## src/rtl/chan_reconfig_ctrl.sv

```systemverilog
// chan_reconfig_ctrl
//
// Reconfigures the FFT size of a downstream input buffer without losing
// samples. A size request accepted in RUN closes the upstream stream, waits
// for the buffer output to go quiet (or for a drain timeout), applies the new
// size while pulsing the buffer reset, waits a settle period and reopens.
//
// Handshake semantics (all streams and the cfg port): a word moves on a
// rising clk edge where valid and ready are both 1; valid never depends on
// ready on the same interface, and ready is gated only by the registered state.
//
// Ports
//   clk, sync_reset_n           clock, asynchronous active-low reset
//   cfg_valid/cfg_fft_size/cfg_ready   size request port
//   s_axis_*                    upstream stream (slave side)
//   buf_s_axis_*                stream towards the input buffer
//   buf_m_axis_tvalid/tready    buffer output activity, observed only
//   buf_sync_reset              active-high reset to the buffer
//   fft_size                    size applied to the buffer
//   busy                        1 whenever the FSM is not in RUN
//   cfg_error                   one-cycle pulse after an invalid request
//   drain_timeout               sticky, set when DRAIN ended on its timer
//   state                       current FSM state (debug)
module chan_reconfig_ctrl #(
    parameter int DATA_WIDTH       = 32,
    parameter int FFT_SIZE_WIDTH   = 12,
    parameter int DEFAULT_FFT_SIZE = 64,
    parameter int RST_CYCLES       = 4,
    parameter int SETTLE_CYCLES    = 8,
    parameter int IDLE_CYCLES      = 16,
    parameter int DRAIN_TIMEOUT    = 4096
) (
    input  logic                      clk,
    input  logic                      sync_reset_n,
    input  logic                      cfg_valid,
    input  logic [FFT_SIZE_WIDTH-1:0] cfg_fft_size,
    output logic                      cfg_ready,
    input  logic                      s_axis_tvalid,
    input  logic [DATA_WIDTH-1:0]     s_axis_tdata,
    output logic                      s_axis_tready,
    output logic                      buf_s_axis_tvalid,
    output logic [DATA_WIDTH-1:0]     buf_s_axis_tdata,
    input  logic                      buf_s_axis_tready,
    input  logic                      buf_m_axis_tvalid,
    input  logic                      buf_m_axis_tready,
    output logic                      buf_sync_reset,
    output logic [FFT_SIZE_WIDTH-1:0] fft_size,
    output logic                      busy,
    output logic                      cfg_error,
    output logic                      drain_timeout,
    output logic [1:0]                state
);

    typedef enum logic [1:0] {
        ST_RUN    = 2'd0,
        ST_DRAIN  = 2'd1,
        ST_RESET  = 2'd2,
        ST_SETTLE = 2'd3
    } state_t;

    localparam int IDLE_W    = $clog2(IDLE_CYCLES + 1);
    localparam int DRAIN_W   = $clog2(DRAIN_TIMEOUT + 1);
    localparam int PHASE_MAX = (RST_CYCLES > SETTLE_CYCLES) ? RST_CYCLES : SETTLE_CYCLES;
    localparam int PHASE_W   = $clog2(PHASE_MAX + 1);

    localparam logic [IDLE_W-1:0]         IDLE_LIMIT  = IDLE_W'(IDLE_CYCLES);
    localparam logic [DRAIN_W-1:0]        DRAIN_LIMIT = DRAIN_W'(DRAIN_TIMEOUT);
    localparam logic [PHASE_W-1:0]        RST_LAST    = PHASE_W'(RST_CYCLES - 1);
    localparam logic [PHASE_W-1:0]        SETTLE_LAST = PHASE_W'(SETTLE_CYCLES - 1);
    localparam logic [FFT_SIZE_WIDTH-1:0] SIZE_DEF    = FFT_SIZE_WIDTH'(DEFAULT_FFT_SIZE);
    localparam logic [FFT_SIZE_WIDTH-1:0] SIZE_MIN    = FFT_SIZE_WIDTH'(8);
    localparam logic [FFT_SIZE_WIDTH-1:0] SIZE_ONE    = FFT_SIZE_WIDTH'(1);
    localparam logic [FFT_SIZE_WIDTH-1:0] SIZE_MAX    = {1'b1, {(FFT_SIZE_WIDTH-1){1'b0}}};

    state_t                      state_q;
    logic [FFT_SIZE_WIDTH-1:0]   pending_q;
    logic [IDLE_W-1:0]           idle_cnt;
    logic [DRAIN_W-1:0]          drain_cnt;
    logic [PHASE_W-1:0]          phase_cnt;

    logic                        run;
    logic                        size_ok;
    logic [IDLE_W-1:0]           idle_nxt;
    logic [DRAIN_W-1:0]          drain_nxt;
    logic                        unused_ok;

    // Buffer output ready is not needed: only output valid signals activity.
    assign unused_ok = buf_m_axis_tready;

    // Traffic gating decodes the registered state only, so no combinational
    // path exists from cfg_valid to the stream handshake.
    assign run               = (state_q == ST_RUN);
    assign cfg_ready         = run;
    assign s_axis_tready     = run & buf_s_axis_tready;
    assign buf_s_axis_tvalid = run & s_axis_tvalid;
    assign buf_s_axis_tdata  = s_axis_tdata;
    assign state             = state_q;

    // Power of two within [8, 2^(W-1)]; the lower bound also rejects zero.
    always_comb begin
        size_ok = ((cfg_fft_size & (cfg_fft_size - SIZE_ONE)) == '0) &&
                  (cfg_fft_size >= SIZE_MIN) && (cfg_fft_size <= SIZE_MAX);
    end

    always_comb begin
        idle_nxt  = buf_m_axis_tvalid ? '0 : idle_cnt + 1'b1;
        drain_nxt = drain_cnt + 1'b1;
    end

    always_ff @(posedge clk or negedge sync_reset_n) begin
        if (!sync_reset_n) begin
            state_q        <= ST_RESET;
            pending_q      <= SIZE_DEF;
            fft_size       <= SIZE_DEF;
            idle_cnt       <= '0;
            drain_cnt      <= '0;
            phase_cnt      <= '0;
            buf_sync_reset <= 1'b1;
            busy           <= 1'b1;
            cfg_error      <= 1'b0;
            drain_timeout  <= 1'b0;
        end else begin
            cfg_error <= 1'b0;
            case (state_q)
                ST_RUN: begin
                    // cfg_ready is 1 here, so cfg_valid means acceptance.
                    if (cfg_valid) begin
                        if (!size_ok) begin
                            cfg_error <= 1'b1;
                        end else if (cfg_fft_size != fft_size) begin
                            pending_q <= cfg_fft_size;
                            state_q   <= ST_DRAIN;
                            busy      <= 1'b1;
                            idle_cnt  <= '0;
                            drain_cnt <= '0;
                            phase_cnt <= '0;
                        end
                    end
                end
                ST_DRAIN: begin
                    if (drain_nxt == DRAIN_LIMIT) begin
                        drain_timeout <= 1'b1;
                    end
                    if ((idle_nxt == IDLE_LIMIT) || (drain_nxt == DRAIN_LIMIT)) begin
                        state_q        <= ST_RESET;
                        fft_size       <= pending_q;
                        buf_sync_reset <= 1'b1;
                        idle_cnt       <= '0;
                        drain_cnt      <= '0;
                        phase_cnt      <= '0;
                    end else begin
                        idle_cnt  <= idle_nxt;
                        drain_cnt <= drain_nxt;
                    end
                end
                ST_RESET: begin
                    if (phase_cnt == RST_LAST) begin
                        state_q        <= ST_SETTLE;
                        buf_sync_reset <= 1'b0;
                        phase_cnt      <= '0;
                    end else begin
                        phase_cnt <= phase_cnt + 1'b1;
                    end
                end
                ST_SETTLE: begin
                    if (phase_cnt == SETTLE_LAST) begin
                        state_q   <= ST_RUN;
                        busy      <= 1'b0;
                        phase_cnt <= '0;
                    end else begin
                        phase_cnt <= phase_cnt + 1'b1;
                    end
                end
                default: begin
                    state_q        <= ST_RESET;
                    buf_sync_reset <= 1'b1;
                    busy           <= 1'b1;
                    phase_cnt      <= '0;
                end
            endcase
        end
    end

endmodule

```

## config.mk

```make
export PLATFORM = sky130hd
export DESIGN_NAME = chan_reconfig_ctrl
export DESIGN_NICKNAME = d
export VERILOG_FILES = /design/src/rtl/chan_reconfig_ctrl.sv
export SDC_FILE = /design/constraint.sdc
export NUM_CORES = 1
export LEC_CHECK = 0
export ABC_AREA = 1
export ABC_CLOCK_PERIOD_IN_PS = 1930
export CAP_MARGIN = 20
export CORE_ASPECT_RATIO = 1.25
export CORE_MARGIN = 2
export CORE_UTILIZATION = 37
export DETAILED_ROUTE_END_ITERATION = 6
export PLACE_DENSITY = 0.66
export SLEW_MARGIN = 20
export SYNTH_ARGS = -nofsm -noshare
export SYNTH_HDL_FRONTEND = slang
export SYNTH_SLANG_ARGS = --single-unit
```

## constraint.sdc

```tcl
create_clock -name clk -period 1.93 [get_ports clk]
set_input_delay 0.386 -clock clk [delete_from_list [all_inputs] [get_ports clk]]
set_output_delay 0.386 -clock clk [all_outputs]
set_load 0.05 [all_outputs]
```

==> reports/metrics.csv <==
stage,metric,value,unit
outcome,status,"finished, violations left",
outcome,failing checks,negative setup slack,
final_layout,Area Growth Syn to Fin,27.8,%
synthesis,Mapped Area,3420,sq um
timing,Final Critical Period,1.94,ns
power,Comb pwr share,0.449,
floorplan,IO Pins,104,
grt,GRT overflow,0,
timing,period utilization,1.00,
timing,unrepaired setup endpoints after global routing,yes,
timing,Min Hold Slack,0.0253,ns
power,Sw Share,0.386,
synthesis,Syn Area/Cell,7.57,sq um
clocking,"Reg clk slew, reported paths",0.07,ns
floorplan,Initial Util,0.377,
synthesis,Synth Warn #,0,
synthesis,"Distinct cells, synth",33,
clocking,CTS max path bufs,2,
timing,"Hold Violations, Final",0,
power,Overall Power,0.00414,W
floorplan,chip width,90,um
power,pwr dens,948,nW/um^2
floorplan,FP Rows,39,
drt,drt wl/cell,13.1,um
timing,clock skew,0.00707,ns
power,Switching Power,0.00160,W
drt,vias per cell,4.77,
power,Pleak,2.15,nW
synthesis,Yosys reg bits,52,
synthesis,Syn Nets,510,
drt,final WL,8140,um
clocking,Skew-Pair Late Insertion Delay,0.29,ns
grt,largest net degree at the start of global routing,37,
setup_path,CP Data Arrival Time,2.12,ns
setup_path,critical path class,flop to flop,
clocking,Root Driver,clkbuf_16,
timing,maximum clock rate,0.517,GHz
clocking,H-tree levels,2,
grt,initial antenna violation count,0,
final_layout,Final #Nets,557,
clocking,clk sinks,52,
grt,Tot GR Track Use,0.158,
timing,Slew Limit Fails,0,
power,Internal,0.00254,W
power,clock share of power,0.243,
timing,Setup-failing EPs final,1,
synthesis,cell count after synthesis,452,
clocking,CTS tree,yes,
placement,post-DP HPWL,5640,um
hold_path,Hold Crit Class,input port to async pin,
clocking,Num CTS Buffers,5,
grt,first-pass GRT wire length,13400,um
drt,Antenna Nets Post-Route,0,
job,maxcap violations,0,
setup_path,CP Launch Type,flop,
timing,worst-margin pin slew,0.498,ns
setup_path,worst-path maximum fanout,8,
final_layout,ANT cells,0,
setup_path,critical path endpoint category,flop,
floorplan,core area,9080,sq um
synthesis,register area share after synthesis,0.382,
grt,vias in the first global route,2968,
drt,DRT Pass-1 Iters,4,
final_layout,layout cell share with drive strength beyond 1,0.282,
drt,Remaining DRCs,0,
drt,via count,2974,
floorplan,die area,10000,sq um
power,Max rail drop VDD,0.000635,V
timing,Slew headroom,0.667,
floorplan,die height,112,um
drt,number of DRC markers in iteration 0,141,
setup_path,Worst EP required,2.11,ns
placement,number of buffers added on ports,38,
placement,routability congestion estimate,0.903,
final_layout,Final Util,0.482,
power,Seq pwr share,0.308,
timing,final worst slack,-0.00551,ns
-- kinds of logic (layout without fill, tap and decap cells) --
| logic type | count (synthesis) | after routing | synth area share |
|---|---|---|---|
| xor+xnor | 15 | 15 | 0.0384 |
| compound gates | 46 | 46 | 0.0881 |
| flops | 52 | 52 | 0.382 |
| fa+ha+maj | 7 | 7 | 0.0256 |
| simple gates | 243 | 244 | 0.320 |
| buf+inv | 89 | 136 | 0.146 |
-- state kept, by name, indices dropped and copies added, names as in the netlist --
register / cells
drain_cnt: 13
fft_size: 12
pending_q: 12
idle_cnt: 5
phase_cnt: 4
state: 2
buf_sync_reset: 1
busy: 1
cfg_error: 1
drain_timeout: 1
-- path summary, 6_finish.rpt --
path / start / to / slack, ns / depth (start not counted)
max: drain_cnt[1]$_DFFE_PN0P_ / fft_size[7]$_DFFE_PN0P_ / -0.006 / 12
min: sync_reset_n / drain_cnt[6]$_DFFE_PN0P_ / 0.03 / 1
max reg2reg: drain_cnt[1]$_DFFE_PN0P_ / fft_size[7]$_DFFE_PN0P_ / -0.006 / 12
min reg2reg: buf_sync_reset$_DFFE_PN1P_ / buf_sync_reset$_DFFE_PN1P_ / 0.48 / 2
max in group asynchronous: sync_reset_n / fft_size[6]$_DFFE_PN1P_ / 1.29 / 2
min in group clk: buf_sync_reset$_DFFE_PN1P_ / buf_sync_reset$_DFFE_PN1P_ / 0.48 / 2
-- per-layer routing --
metal	share of wire	GRT usage
met1	0.43	0.198
met2	0.51	0.279
met3	0.042	0.0271
met4	0.013	0.0441
met5	0	0
-- through the flow --
step / setup TNS, ns / worst slack [ns] / cells / cell area [sq um]
final: -0.00551 / -0.00551 / 623 / 4370
after global routing: -1.37 / -0.0913 / 623 / 4370
after CTS: 0 / 0.00360 / 613 / 4110
after detailed placement: -15.29 / -0.428 / 604 / 3920
after global placement: -12.61 / -0.358 / 604 / 3920
after floorplan: 0 / 0.0348 / 452 / 3430
-- cell type report --
| cell class | instances | area (sq um) |
|---|---|---|
| sequential | 52 | 1310 |
| clock inverter | 3 | 42.5 |
| inverter | 45 | 171 |
| multi-input combinational | 312 | 1760 |
| fill | 914 | 4700 |
| timing repair buffer | 83 | 810 |
| tap | 123 | 154 |
| clock buffer | 5 | 125 |
-- Yosys cell counts --
cell type,number,share of area
a21boi_1,1,0.0022
a21oi_1,3,0.0044
buf_2,2,0.0029
buf_4,33,0.072
buf_6,5,0.016
clkbuf_1,3,0.0033
clkbuf_2,1,0.0015
dfrtp_1,47,0.34
dfstp_2,5,0.038
ha_1,7,0.026
inv_1,45,0.049
nand2_1,136,0.15
nand2_2,3,0.0055
nand2_4,2,0.0066
nand3_1,32,0.047
nand3_2,2,0.0059
nand3_4,1,0.0051
nand4_1,21,0.038
nor2_1,33,0.036
nor2_2,4,0.0073
nor2_4,2,0.0066
nor3_1,3,0.0044
nor3b_1,1,0.0022
o21a_1,1,0.0022
o21ai_0,17,0.025
o21ai_1,8,0.012
o21ai_2,12,0.031
o21bai_1,3,0.0066
o21bai_4,1,0.0055
or2_1,1,0.0018
or2_2,2,0.0037
xnor2_1,13,0.033
xor2_1,2,0.0051
-- placed cells by master, fill, tap and decap left out, types with 5 or more instances in the layout --
master	n
buf_12	8
buf_4	53
clkbuf_16	6
clkdlybuf4s50_1	6
dfrtp_1	43
dfstp_2	5
dlymetal6s2s_1	9
ha_1	5
inv_1	41
nand2_1	128
nand2_2	10
nand3_1	28
nand3_2	5
nand4_1	21
nor2_1	26
nor2_2	9
o21ai_0	8
o21ai_1	17
o21ai_2	12
xnor2_1	12
-- repair_timing --
action | CTS | global route
setup buffers | 1 | 8
pin swaps | 4 | 19
gates cloned | 0 | 2
gates resized for setup | 13 | 55
endpoints found under the setup margin | 37 | 50
hold buffers | 0 | 0
-- worst max-delay path, cell delays in order (launching register included) --
cell     delay [ns]
dfrtp_1        0.36
ha_2           0.21
nand2_2        0.09
inv_4          0.09
nand3_2        0.08
nor2_2         0.13
nand2_1        0.07
nor2_2         0.16
nand3_4        0.19
nand2_8        0.16
nand2_4        0.12
nand2_1        0.11
nand2_1        0.05
-- power groups by stage --
stage | registers (W) | logic [W] | clock network (W)
after floorplan | 0.00142 | 0.00115 | 0
after global routing | 0.00129 | 0.00202 | 0.00107
final | 0.00128 | 0.00186 | 0.00101
after detailed placement | 0.00130 | 0.00164 | 0
after global placement | 0.00130 | 0.00163 | 0
after CTS | 0.00128 | 0.00165 | 0.00103
(Power assumes the default switching activity.)
